==> src/rtl/vga_timing_out_pkg.sv <==
// Shared timing defaults, colour constants and helpers for the VGA output path.
// The renderers share the colour macros below.
`ifndef VGA_TIMING_OUT_PKG_DEFINES
`define VGA_TIMING_OUT_PKG_DEFINES
`define WHITE 6'b111111
`define RED   6'b110000
`define DITHER50(x, y) ((x[0]) ^ (y[0]))
`endif

package vga_timing_out_pkg;

    // Counter width shared by both axes; totals must fit in it.
    localparam int CNT_W = 10;

    // 640x480@60 timing defaults (pixel clock 25.175 MHz).
    localparam int H_ACTIVE_DEF = 640;
    localparam int H_FRONT_DEF  = 16;
    localparam int H_SYNC_DEF   = 96;
    localparam int H_BACK_DEF   = 48;
    localparam int V_ACTIVE_DEF = 480;
    localparam int V_FRONT_DEF  = 10;
    localparam int V_SYNC_DEF   = 2;
    localparam int V_BACK_DEF   = 33;

    // One 2-bit channel per DAC colour.
    typedef struct packed {
        logic [1:0] r;
        logic [1:0] g;
        logic [1:0] b;
    } rgb_t;

    // Split RRGGBB into channels, forcing black while blanking.
    function automatic rgb_t split_color(input logic [5:0] c, input logic visible);
        rgb_t res;
        res = '0;
        if (visible) begin
            res.r = c[5:4];
            res.g = c[3:2];
            res.b = c[1:0];
        end
        return res;
    endfunction

endpackage

==> src/rtl/vga_timing_out_axis_counter.sv <==
// One timing axis: a wrapping position counter with active-region and
// sync-window decode. Used once per line (horizontal) and once per frame
// (vertical, stepped by the horizontal wrap).
module vga_axis_counter
    import vga_timing_out_pkg::*;
#(
    parameter int ACTIVE = 640,
    parameter int FRONT  = 16,
    parameter int SYNC   = 96,
    parameter int BACK   = 48
) (
    input  logic             clk,
    input  logic             rst_n,
    input  logic             step,
    output logic [CNT_W-1:0] count,
    output logic             wrap,
    output logic             active,
    output logic             sync_n
);

    localparam int TOTAL = ACTIVE + FRONT + SYNC + BACK;
    localparam logic [CNT_W-1:0] LAST       = CNT_W'(TOTAL - 1);
    localparam logic [CNT_W-1:0] ACT_END    = CNT_W'(ACTIVE);
    localparam logic [CNT_W-1:0] SYNC_START = CNT_W'(ACTIVE + FRONT);
    localparam logic [CNT_W-1:0] SYNC_END   = CNT_W'(ACTIVE + FRONT + SYNC);
    localparam logic [CNT_W-1:0] ONE        = CNT_W'(1);

    logic [CNT_W-1:0] count_d, count_q;
    logic             at_last;

    // Next position: advance when stepped, wrapping after the last position.
    always_comb begin
        at_last = (count_q == LAST);
        count_d = count_q;
        if (step) begin
            count_d = at_last ? '0 : count_q + ONE;
        end
    end

    // Position register, cleared asynchronously.
    always_ff @(posedge clk or negedge rst_n) begin
        if (!rst_n) count_q <= '0;
        else        count_q <= count_d;
    end

    assign count  = count_q;
    assign wrap   = step && at_last;
    assign active = (count_q < ACT_END);
    assign sync_n = !((count_q >= SYNC_START) && (count_q < SYNC_END));

endmodule

==> src/rtl/vga_timing_out.sv <==
// VGA timing generator and output stage: horizontal/vertical/frame counters,
// sync decode, and a single register stage that aligns colour, sync and
// line/frame strobes on the pins one clock after the counters.
module vga_timing_out
    import vga_timing_out_pkg::*;
#(
    parameter int H_ACTIVE = H_ACTIVE_DEF,
    parameter int H_FRONT  = H_FRONT_DEF,
    parameter int H_SYNC   = H_SYNC_DEF,
    parameter int H_BACK   = H_BACK_DEF,
    parameter int V_ACTIVE = V_ACTIVE_DEF,
    parameter int V_FRONT  = V_FRONT_DEF,
    parameter int V_SYNC   = V_SYNC_DEF,
    parameter int V_BACK   = V_BACK_DEF
) (
    input  logic             clk,
    input  logic             rst_n,
    input  logic [5:0]       color,
    output logic [CNT_W-1:0] pix_x,
    output logic [CNT_W-1:0] pix_y,
    output logic             video_active,
    output logic [7:0]       frame,
    output logic [1:0]       r,
    output logic [1:0]       g,
    output logic [1:0]       b,
    output logic             hsync,
    output logic             vsync,
    output logic             line_start,
    output logic             frame_start
);

    logic h_wrap, h_active, h_sync_n;
    logic v_wrap, v_active, v_sync_n;

    vga_axis_counter #(
        .ACTIVE (H_ACTIVE),
        .FRONT  (H_FRONT),
        .SYNC   (H_SYNC),
        .BACK   (H_BACK)
    ) u_h_axis (
        .clk    (clk),
        .rst_n  (rst_n),
        .step   (1'b1),
        .count  (pix_x),
        .wrap   (h_wrap),
        .active (h_active),
        .sync_n (h_sync_n)
    );

    vga_axis_counter #(
        .ACTIVE (V_ACTIVE),
        .FRONT  (V_FRONT),
        .SYNC   (V_SYNC),
        .BACK   (V_BACK)
    ) u_v_axis (
        .clk    (clk),
        .rst_n  (rst_n),
        .step   (h_wrap),
        .count  (pix_y),
        .wrap   (v_wrap),
        .active (v_active),
        .sync_n (v_sync_n)
    );

    assign video_active = h_active && v_active;

    logic [7:0] frame_d, frame_q;

    // Frame count advances when the last pixel of the last line wraps.
    always_comb begin
        frame_d = frame_q;
        if (h_wrap && v_wrap) begin
            frame_d = frame_q + 8'd1;
        end
    end

    // Frame counter register.
    always_ff @(posedge clk or negedge rst_n) begin
        if (!rst_n) frame_q <= '0;
        else        frame_q <= frame_d;
    end

    assign frame = frame_q;

    rgb_t rgb_d, rgb_q;
    logic hsync_d, hsync_q;
    logic vsync_d, vsync_q;
    logic line_start_d, line_start_q;
    logic frame_start_d, frame_start_q;

    // Stage-0 values decoded from the current counter position.
    always_comb begin
        rgb_d         = split_color(color, video_active);
        hsync_d       = h_sync_n;
        vsync_d       = v_sync_n;
        line_start_d  = (pix_x == '0);
        frame_start_d = (pix_x == '0) && (pix_y == '0);
    end

    // Output register: everything reaches the pins together, one clock late.
    always_ff @(posedge clk or negedge rst_n) begin
        if (!rst_n) begin
            rgb_q         <= '0;
            hsync_q       <= 1'b1;
            vsync_q       <= 1'b1;
            line_start_q  <= 1'b0;
            frame_start_q <= 1'b0;
        end else begin
            rgb_q         <= rgb_d;
            hsync_q       <= hsync_d;
            vsync_q       <= vsync_d;
            line_start_q  <= line_start_d;
            frame_start_q <= frame_start_d;
        end
    end

    assign r           = rgb_q.r;
    assign g           = rgb_q.g;
    assign b           = rgb_q.b;
    assign hsync       = hsync_q;
    assign vsync       = vsync_q;
    assign line_start  = line_start_q;
    assign frame_start = frame_start_q;

endmodule

==> config.mk <==
export PLATFORM = sky130hd
export DESIGN_NAME = vga_timing_out
export DESIGN_NICKNAME = d
export VERILOG_FILES = /design/src/rtl/vga_timing_out_pkg.sv /design/src/rtl/vga_timing_out_axis_counter.sv /design/src/rtl/vga_timing_out.sv
export SDC_FILE = /design/constraint.sdc
export NUM_CORES = 1
export LEC_CHECK = 0
export ABC_CLOCK_PERIOD_IN_PS = 2200
export CAP_MARGIN = 20
export CORE_ASPECT_RATIO = 0.5
export CORE_MARGIN = 2
export CORE_UTILIZATION = 35
export CTS_BUF_LIST = sky130_fd_sc_hd__clkbuf_16
export CTS_CLUSTER_DIAMETER = 200
export DETAILED_ROUTE_END_ITERATION = 8
export PLACE_DENSITY = 0.67
export SLEW_MARGIN = 10
export SYNTH_ARGS = -nofsm -noshare
export SYNTH_HDL_FRONTEND = slang
export SYNTH_SLANG_ARGS = --single-unit
==> constraint.sdc <==
create_clock -name clk -period 2.2 [get_ports clk]
set_input_delay 0.44 -clock clk [delete_from_list [all_inputs] [get_ports clk]]
set_output_delay 0.44 -clock clk [all_outputs]
set_load 0.005 [all_outputs]
Word level (Yosys, flattened, before mapping)
Index checks and enable logic that the tools add are counted.

Bits in registers: 38. Output and inout port bits: 39. Memories: 0. Word-level logic and storage cells: 34. Input port bits: 8. RAM bits: 0. ROM bits: 0. Bits in latches: 0.

Reductions and logical operators: 10. Bitwise logic cells: 0. Shifts and indexed selects: 0. Equality and inequality tests: 2. Multipliers: 0. Multiplexer cells: 3. $add $sub $neg: 3. Div/mod/pow operators: 0. $lt $le $gt $ge: 6.

Operators by type and width (number): $add 10x1->10 const B (2); $eq 10x10->1 const B (2); $logic_not 10->1 (2); $lt 10x10->1 const B (2); $lt 10x9->1 const B (2); $mux 10 (2); $ge 10x10->1 const B (1); $ge 10x9->1 const B (1); $add 8x1->8 const B (1); $logic_and 1x1->1 (6); $mux 6 (1); $logic_not 1->1 (2).

Logic depth before layout (Yosys ltp)
Gate-level depths: netlist of run 1.

Depth in word-level cells: 3. Depth in mapped cells: 8. Gate-level depth less buffers: 6.

Cells and area by module
A second synthesis of run 1 with hierarchy kept.

Cells, all modules: 169. Area, all modules: 1850.5 sq um.

Modules (own cells, without submodules): vga_timing_out (cells an instance 54, area each 703.2 sq um, times used 1, sequential area each 452.9 sq um); vga_axis_counter (u_h_axis) (cells an instance 59, area each 578.1 sq um, times used 1, sequential area each 250.2 sq um); vga_axis_counter (u_v_axis) (cells an instance 56, area each 569.3 sq um, times used 1, sequential area each 250.2 sq um).

Least setup slack after synthesis of run 1
Ideal clock, no wire load.

Kind: register to register. From: register u_h_axis.count_q[5] (netlist: u_h_axis.count[5]). To: register frame_q[1] (netlist: frame[1]). Path slack: 0.212 ns. Clock period less this slack: 1.988 ns. Arrival time: 1.861 ns. Required time: 2.073 ns. Library setup time: 0.127 ns. Cell stages (with the launch flop): 7. Cells stage by stage: dfrtp_1 or4b_1 buf_2 nor3_4 and2_1 buf_4 mux2_1.

Cells in the longest elaborated chain, start to end: 3.

RTL lines: from (decl) (line vga_timing_out_axis_counter.sv:28) `logic [CNT_W-1:0] count_d, count_q;`; from (signal assigned) (line vga_timing_out_axis_counter.sv:43) `else count_q <= count_d;`; $eq 10x10->1 (*) (line vga_timing_out_axis_counter.sv:33) `at_last = (count_q == LAST);`; $logic_and 1x1->1 (line vga_timing_out_axis_counter.sv:47) `assign wrap = step && at_last;`; $logic_and 1x1->1 (*) (line vga_timing_out.sv:72) `if (h_wrap && v_wrap) begin`; to (signal assigned) (line vga_timing_out.sv:80) `else frame_q <= frame_d;`; to (decl) (line vga_timing_out.sv:67) `logic [7:0] frame_d, frame_q;`.

Every way passes the cells marked *; elsewhere a longest branch is shown, timed or not. A chain may end at the register's enable or synchronous reset.

Final worst setup path of run 1
From: register u_h_axis.count_q[7] (netlist: u_h_axis.count[7]). To: register u_v_axis.count_q[9] (netlist: u_v_axis.count[9]).

Cells in the longest elaborated chain, start to end: 1.

RTL lines (line): $eq 10x10->1 (vga_timing_out_axis_counter.sv:33); to (signal assigned) (vga_timing_out_axis_counter.sv:43); to (decl) (vga_timing_out_axis_counter.sv:28).

Every way passes these cells.

==> metrics.yaml, run 1 <==
layout:
  final_cells: 288
  fin_nets: 230
  antenna_cells: 0
  syn2layout_area_growth_pct: 44.4
  drive_above_1_share: 0.119
  final_area_sq_um: 2560
  utilization: 0.522
  fillers: 457
routing:
  dr.pass1.iters: 4
  totalWireLength_mm: 4.01
  ant_nets: 0
  post_drt_wl_per_cell_microns: 13.9
  vias: 1392
  viasPerCell: 4.83
  drc: 0
  drtIter0Drc: 68
timing:
  period_minus_slack_ns: 2.00
  hold_viol: 0
  tightest_slew_ns: 0.507
  fmax_mhz: 501
  finalSetupViolCount: 0
  slew_headroom: 0.662
  rsz0062_at_grt: "no"
  fin_worst_skew_ns: 0.00335
  maxSlewViolCount: 0
  post-route-period-util: 0.908
  finalSetupTns_ns: 0
run_status:
  status: "finished, final reports clean"
critical_path:
  worst-r2r-setup-slack_ns: 0.20
  crit_slowest_cell: "or4b_1"
  worstPathArrival_ns: 2.16
  r2r_cells: 4
  max_stage_delay_ns: 0.66
  reg2reg_from: "u_h_axis.count[7]$_DFF_PN0_"
  startpoint_type: "flip-flop"
  r2r-end: "u_v_axis.count[9]$_DFFE_PN0N_"
  crit_path_end_kind: "flip-flop"
  path_class: "flip-flop to flip-flop"
  path_cells: "or4b_1 > or4_4 > o21ai_2 > a21oi_1"
  crit_required_ns: 2.37
  cp_max_fo: 7
grt:
  overflow: 0
  grt_pass1_vias: 1350
  grt_pass1_wl_mm: 6.69
  antenna_found_initial: 0
  grt_max_degree: 23
  grtUsageTotal: 0.154
logic_synthesis:
  yosys.area.top_type: "dfrtp_1"
  yosys_warnings: 0
  synthTopCellsByCount: "dfrtp_1, xnor2_1, nand4_1"
  ys.flop_type: "dfrtp_1"
  syn_inst: 159
  synth_edf_count: 0
  synthMuxAreaShare: 0.0127
  synth_top_family_by_area: "simple AND/OR/NAND/NOR gates"
  synthArstFlopShare: 1.00
  synthAdderAreaFrac: 0.0353
  yosysTopAreaCellShare: 0.508
  synth_fp_nets: 172
  yosysMostFrequentCell: "dfrtp_1"
  netlist_area_sq_um: 1770
  synth_compound_area_frac: 0.0360
  seq_area_frac_synth: 0.537
  synthSimpleGateAreaFrac: 0.250
  synthXorXnorAreaFrac: 0.0987
  synth.distinct_cells: 34
  ys_ff_latch: 38
  syn_area_per_cell_sq_um: 11.2
  ys_top_cells_by_area: "dfrtp_1, xnor2_1, nand4_1"
floorplan:
  ios: 47
  start_util: 0.361
  fp.dieArea_sq_um: 5690
  fp.coreArea_sq_um: 4910
  die_height_microns: 54.3
  die_x_microns: 105
  rows: 18
clock_tree:
  clkLatencyLatePin_ns: 0.28
  clockBufferDepth: 2
  clk_pin_slew_ns: 0.06
  numCtsBuffers: 5
  htree_levels: 2
  cts_sinks: 38
  cts_setup_buffers: 0
  cts-root-buf: "clkbuf_16"
  cts_tree: "done"
power:
  max-vdd-ir-drop_uv: 259
  p_leak_nw: 1.12
  power_density_nw_per_um2: 648
  power_mw: 1.66
place:
  place_area_sq_um: 2370
  dp_cells: 280
  io_buffers: 46
  place_congestion: 0.807
  dp_hpwl_mm: 2.87
job:
  drv_cap: 0
min_path:
  hold_path_class: "primary input to async pin"
==> sequential cells by signal (all words and copies together), names as in the netlist <==
| signal | cells |
|---|---|
| u_h_axis.count | 10 |
| hsync | 1 |
| frame_start | 1 |
| g | 2 |
| b | 2 |
| line_start | 1 |
| frame | 8 |
| u_v_axis.count | 10 |
| vsync | 1 |
| r | 2 |
==> metal layers <==
layer | vias to the layer above | GRT usage | part of all wire
met5 | - | 0 | 0
met4 | 0 | 0.0556 | 0.012
met3 | 7 | 0.0417 | 0.048
met2 | 35 | 0.251 | 0.46
met1 | 676 | 0.204 | 0.48
li1 | 674 | - | -
==> per-stage QoR <==
step,worst slack (ns),hold slack [ns]
2_1_floorplan,0.212,0.144
3_3_place_gp,0.253,0.432
3_5_place_dp,0.178,0.436
4_1_cts,0.209,0.143
5_1_grt,0.126,0.162
6_report,0.203,0.126
==> power breakdown <==
group	switching (mW)	internal (mW)
Sequential	0.00124	0.705
Clock	0.266	0.645
Combinational	0.0184	0.0238
Total	0.286	1.37
==> critical path, delay by kind of cell (launching register included) <==
family	cells	cell delay [ns]
simple gates	2	1.24
compound gates	2	0.18
flops	1	0.45
==> placed cells by master, fill, tap and decap left out, types with 2 or more instances in the layout <==
master           count
a22o_1               2
nand3_1              8
nor3_1               2
ha_1                 5
o21ai_0              2
nand2_1              2
nor2b_1              3
nand4_1             13
xor2_1               4
clkdlybuf4s50_1     44
o21a_1               2
buf_4               11
or3_1                2
bufinv_16            2
clkbuf_16            5
and2_1              12
nor4_1               5
nor2_1              10
inv_1                6
dfrtp_1             36
dfstp_2              2
and3_1               8
xnor2_1             16
==> how the worst max path moves through the flow <==
stage,from,to,slack (ns),cells after the start
floorplan,u_h_axis.count[5]$_DFF_PN0_,frame[1]$_DFFE_PN0P_,0.21,6
global placement,u_h_axis.count[7]$_DFF_PN0_,u_v_axis.count[9]$_DFFE_PN0N_,0.25,4
detailed placement,u_v_axis.count[7]$_DFFE_PN0N_,video_active,0.18,4
CTS,u_h_axis.count[7]$_DFF_PN0_,u_v_axis.count[9]$_DFFE_PN0N_,0.21,4
global route,u_h_axis.count[0]$_DFF_PN0_,u_v_axis.count[8]$_DFFE_PN0N_,0.13,6
finish,u_h_axis.count[7]$_DFF_PN0_,u_v_axis.count[9]$_DFFE_PN0N_,0.20,4
==> repair_timing <==
| item | CTS | global route |
|---|---|---|
| resized for setup | 2 | 0 |
| hold buffers | 0 | 0 |
| hold endpoints to repair | 0 | 0 |
| setup endpoints to repair | 1 | 0 |
==> cell families after synthesis <==
group,after synthesis
buffers and inverters,12
XOR/XNOR,20
AND/OR/NAND/NOR,73
multiplexers,2
adder cells (fa/ha/maj),5
flip-flops,38
AO/OA/AOI/OAI,9
==> area by class of cell <==
class	instances	area (sq um)	share of cell area
Multi-Input combinational cell	109	772	0.301
Inverter	6	22.5	0.00879
Clock inverter	3	63.8	0.0249
Sequential cell	38	953	0.372
Tap cell	70	87.6	0.0342
Timing Repair Buffer	57	537	0.210
Clock buffer	5	125	0.0489
Power figures use the tool's default switching activity.
==> inputs of run 2 (changes only) <==
CORE_UTILIZATION = 45   (was 35)
PLACE_DENSITY = 0.81   (was 0.67)
==> metrics.yaml, run 2 (synthesis gave the netlist of run 1 again) <==
run_status:
  status: "finished, final reports clean"
power:
  power_density_nw_per_um2: 628  # -3.1%
  max-vdd-ir-drop_uv: 276  # +6.4%
  p_leak_nw: 1.09  # -3.2%
routing:
  drtIter0Drc: 120  # +76%
  post_drt_wl_per_cell_microns: 14.5  # +4.0%
  viasPerCell: 5.31  # +9.9%
  drc: 0  # unchanged
  dr.pass1.iters: 5  # +1
  ant_nets: 0  # unchanged
  vias: 1424  # +2.3%
  totalWireLength_mm: 3.88  # -3.2%
floorplan:
  ios: 47  # unchanged
  die_x_microns: 92.8  # -11%
  die_height_microns: 48.4  # -11%
  fp.dieArea_sq_um: 4490  # -21%
  rows: 16  # -2
  start_util: 0.462  # +0.100
  fp.coreArea_sq_um: 3840  # -22%
timing:
  hold_viol: 0  # unchanged
  fin_worst_skew_ns: 0.00367  # +0.000317 ns
  post-route-period-util: 0.942  # +0.0343
  period_minus_slack_ns: 2.07  # +0.0755 ns
  rsz0062_at_grt: "no"
  maxSlewViolCount: 0  # unchanged
  finalWorstSetupSlack_ns: 0.127  # -0.0755 ns
  tightest_slew_ns: 0.823  # +0.316 ns
  slew_headroom: 0.451  # -0.211
  finalSetupViolCount: 0  # unchanged
  finalSetupTns_ns: 0  # unchanged
  fmax_mhz: 482  # -3.6%
grt:
  grt_max_degree: 39  # +70%
  gr-usage-met3: 0.0483  # +0.00662
  met2_usage: 0.298  # +0.0478
  grt_pass1_wl_mm: 6.86  # +2.6%
  grt_pass1_vias: 1436  # +6.4%
  grtUsageTotal: 0.197  # +0.0426
  top_usage_layer: "met2"
  grt_use_met1: 0.270  # +0.0659
  antenna_found_initial: 0  # unchanged
  overflow: 0  # unchanged
clock_tree:
  cts_tree: "done"
  cts_resized: 2  # unchanged
  cts_setup_buffers: 0  # unchanged
  cts_sinks: 38  # unchanged
  numCtsBuffers: 5  # unchanged
  clk_pin_slew_ns: 0.06  # about the same
  cts-hold-fix-buffers: 0  # unchanged
  cts-root-buf: "clkbuf_16"
  clkLatencyLatePin_ns: 0.28  # about the same
  htree_levels: 2  # unchanged
  clockBufferDepth: 2  # unchanged
layout:
  final_area_sq_um: 2490  # -2.7%
  drive_above_1_share: 0.107  # -0.0118
  layout_commonest_cell: "clkdlybuf4s50_1"
  final_cell_mix: "clkdlybuf4s50_1, dfrtp_1, xnor2_1, nand4_1, and2_1"
  antenna_cells: 0  # unchanged
  fin_nets: 226  # -1.7%
  syn2layout_area_growth_pct: 40.5
  final_cells: 268  # -6.9%
critical_path:
  crit_path_end_kind: "flip-flop"
  path_class: "flip-flop to flip-flop"
  cp_max_fo: 7  # unchanged
  startpoint_type: "flip-flop"
  worstPathArrival_ns: 2.24  # +0.08 ns
  crit_required_ns: 2.37  # about the same
min_path:
  hold_path_class: "primary input to async pin"
job:
  drv_cap: 0  # unchanged
place:
  place_area_sq_um: 2320  # -2.1%
  place_congestion: 0.821  # +1.8%
  io_buffers: 46  # unchanged
  place_ws_ns: 0.159  # -0.0196 ns
  dp_hpwl_mm: 2.76  # -3.8%
  dp_cells: 260  # -7.1%
[run 2: cell types whose count changed in the layout (fill, tap and decap cells not counted), sizes merged]
cell / previous run / this run
bufinv: 2 / 1
clkinvlp: 0 / 2
buf: 12 / 8
clkinv: 1 / 0
[run 2: routing by layer]
metal	up-vias	share of wire
met4	0	0.023
met1	695	0.46
met3	11	0.053
met5	-	0
met2	47	0.46
li1	671	-
[run 2: where the power goes]
group	internal [mW]	switching (mW)
clock network	0.534	0.284
logic	0.0216	0.0180
registers	0.705	0.00141
[run 2: path summary, 6_finish.rpt]
check	start	cells after the start	slack [ns]	endpoint
worst min register to register	frame[7]$_DFFE_PN0P_	1	0.48	frame[7]$_DFFE_PN0P_
worst min-delay path	rst_n	1	0.25	frame[3]$_DFFE_PN0P_
max in group asynchronous	rst_n	1	1.43	u_h_axis.count[7]$_DFF_PN0_
worst max register to register	u_h_axis.count[6]$_DFF_PN0_	4	0.13	u_v_axis.count[9]$_DFFE_PN0N_
min in group clk	frame[7]$_DFFE_PN0P_	1	0.48	frame[7]$_DFFE_PN0P_
worst max-delay path	u_h_axis.count[6]$_DFF_PN0_	4	0.13	u_v_axis.count[9]$_DFFE_PN0N_
[run 2: final cells by class]
cell class | count | area (sq um)
clock buffers | 5 | 125
clock inverters | 3 | 45.0
fillers | 301 | 1350
inverters | 6 | 22.5
multi-input cells | 109 | 772
flip-flops and latches | 38 | 953
well taps | 54 | 67.6
repair buffers | 53 | 507
[run 2: through the flow]
| stage | power, mW | hold slack, ns | util |
|---|---|---|---|
| after floorplan | 0.723 | 0.144 | - |
| after global placement | 0.759 | 0.470 | 0.603 |
| after detailed placement | 0.760 | 0.466 | 0.603 |
| after CTS | 1.58 | 0.290 | 0.648 |
| after global routing | 1.61 | 0.343 | 0.648 |
| final | 1.56 | 0.255 | 0.648 |
[run 2: critical path, cell delays in order (launching register included)]
cell	delay, ns
dfrtp_1	0.44
or4b_1	0.71
or4_4	0.59
o21ai_2	0.14
a21oi_1	0.08
==> inputs of run 3 (changes only) <==
ABC_CLOCK_PERIOD_IN_PS = 2000   (was 2200)
SLEW_MARGIN = not set   (was 10)
clock period = 2 ns   (was 2.2 ns; I/O delays follow)
==> metrics.yaml, run 3 (synthesis gave the netlist of run 1 again) <==
timing:
  maxSlewViolCount: 0  # unchanged
  rsz0062_at_grt: "no"
  slew_headroom: 0.634  # +0.183
  post-route-period-util: 0.935
  hold_viol: 0  # unchanged
  finalSetupTns_ns: 0  # unchanged
  fin_worst_skew_ns: 0.00643  # +0.00276 ns
  hold-worst-slack_ns: 0.0927  # -0.162 ns
  period_minus_slack_ns: 1.87
  finalSetupViolCount: 0  # unchanged
  fmax_mhz: 535
  finalWorstSetupSlack_ns: 0.130  # +0.00349 ns
  tightest_slew_ns: 0.548  # -0.275 ns
place:
  place_area_sq_um: 2390  # +2.9%
  io_buffers: 46  # unchanged
  dp_hpwl_mm: 3.09  # +12%
  place_ws_ns: 0.0393  # -0.120 ns
  place_congestion: 0.837  # +1.9%
routing:
  post_drt_wl_per_cell_microns: 15.4  # +6.5%
  viasPerCell: 5.35  # +0.62%
  drtIter0Drc: 93  # -23%
  totalWireLength_mm: 4.28  # +10%
  vias: 1481  # +4.0%
  drc: 0  # unchanged
  ant_nets: 0  # unchanged
  dr.pass1.iters: 4  # -1
floorplan:
  start_util: 0.462  # unchanged
  die_x_microns: 92.8  # unchanged
  fp.dieArea_sq_um: 4490  # unchanged
  die_height_microns: 48.4  # unchanged
  ios: 47  # unchanged
  rows: 16  # unchanged
  fp.coreArea_sq_um: 3840  # unchanged
grt:
  grt_pass1_wl_mm: 7.36  # +7.3%
  grtUsageTotal: 0.214  # +0.0178
  antenna_found_initial: 0  # unchanged
  grt_pass1_vias: 1490  # +3.8%
  overflow: 0  # unchanged
  grt_max_degree: 26  # -33%
clock_tree:
  cts_sinks: 38  # unchanged
  cts-root-buf: "clkbuf_16"
  cts_tree: "done"
  numCtsBuffers: 5  # unchanged
  clkLatencyLatePin_ns: 0.29  # about the same
  clockBufferDepth: 2  # unchanged
  clk_pin_slew_ns: 0.06  # about the same
  htree_levels: 2  # unchanged
  cts_setup_buffers: 0  # unchanged
layout:
  layout_commonest_cell: "clkdlybuf4s50_1"
  final_area_sq_um: 2560  # +2.7%
  utilization: 0.666  # +0.0173
  fin_nets: 235  # +4.0%
  drive_above_1_share: 0.148  # +0.0405
  syn2layout_area_growth_pct: 44.2
  antenna_cells: 0  # unchanged
  final_cell_mix: "clkdlybuf4s50_1, dfrtp_1, xnor2_1, buf_4, nand4_1"
critical_path:
  startpoint_type: "flip-flop"
  crit_path_end_kind: "output port"
  worstPathArrival_ns: 1.47  # -0.77 ns
  crit_required_ns: 1.60  # -0.77 ns
  crit_slowest_cell: "dfrtp_1"
  path_cells: "and3_1 > and2_1 > nor3_2 > dlygate4sd2_1"
  cp_max_fo: 3  # -4
  path_class: "flip-flop to output port"
  max_stage_delay_ns: 0.38  # -0.33 ns
power:
  p_int_mw: 1.38  # +9.9%
  power.switching_mw: 0.334  # +10%
  max-vdd-ir-drop_uv: 548  # +99%
  seqPwrFrac: 0.452  # about the same
  p_leak_nw: 1.14  # +5.0%
  p_clk_frac: 0.521  # -0.002
  switching_share: 0.194  # +0.000222
  p_comb_frac: 0.027  # +0.002
  power_density_nw_per_um2: 672  # +7.1%
min_path:
  hold_path_class: "primary input to async pin"
run_status:
  status: "finished, final reports clean"
job:
  drv_cap: 0  # unchanged
## run 3: layout make-up
type                    instances  area (sq um)
well taps                      54          67.6
multi-input cells             109           776
flip-flops and latches         38           953
inverters                       6          22.5
fillers                       296          1280
repair buffers                 62           574
clock buffers                   5           125
clock inverters                 3          40.0
## run 3: power groups by stage
stage / Sequential (mW) / Combinational (mW) / Clock [mW]
5_1_grt: 0.777 / 0.0532 / 0.947
3_3_place_gp: 0.790 / 0.0473 / 0
6_report: 0.777 / 0.0470 / 0.895
2_1_floorplan: 0.792 / 0.00387 / 0
3_5_place_dp: 0.791 / 0.0490 / 0
4_1_cts: 0.777 / 0.0491 / 0.907
## run 3: metal layers
metal | vias to the layer above | share of wire | track usage
li1 | 686 | - | -
met1 | 724 | 0.44 | 0.284
met2 | 59 | 0.48 | 0.341
met3 | 12 | 0.058 | 0.0514
met4 | 0 | 0.023 | 0.0931
met5 | - | 0 | 0
## run 3: repair_timing
action / CTS / global route
setup endpoints to repair: 1 / 6
pin swaps: 0 / 1
hold buffers: 0 / 0
resized for setup: 2 / 1
## run 3: final timing paths
kind,end,slack (ns),cells after the start,startpoint
min in group clk,frame[7]$_DFFE_PN0P_,0.47,1,frame[7]$_DFFE_PN0P_
worst min register to register,frame[7]$_DFFE_PN0P_,0.47,1,frame[7]$_DFFE_PN0P_
worst max register to register,u_v_axis.count[9]$_DFFE_PN0N_,0.15,4,u_h_axis.count[5]$_DFF_PN0_
worst max-delay path,video_active,0.13,4,u_v_axis.count[5]$_DFFE_PN0N_
max in group asynchronous,frame[0]$_DFFE_PN0P_,1.38,2,rst_n
worst min-delay path,u_h_axis.count[3]$_DFF_PN0_,0.09,1,rst_n
## run 3: through the flow
stage | power [mW] | instances
final | 1.72 | 277
after detailed placement | 0.840 | 269
after global routing | 1.78 | 277
after CTS | 1.73 | 277
after global placement | 0.838 | 269
after floorplan | 0.796 | 159
## run 3: critical path: cells and delay by family (launching register included)
kind                   cells  cell delay, ns
buffers and inverters      1            0.25
flip-flops                 1            0.38
AND/OR/NAND/NOR            3            0.55
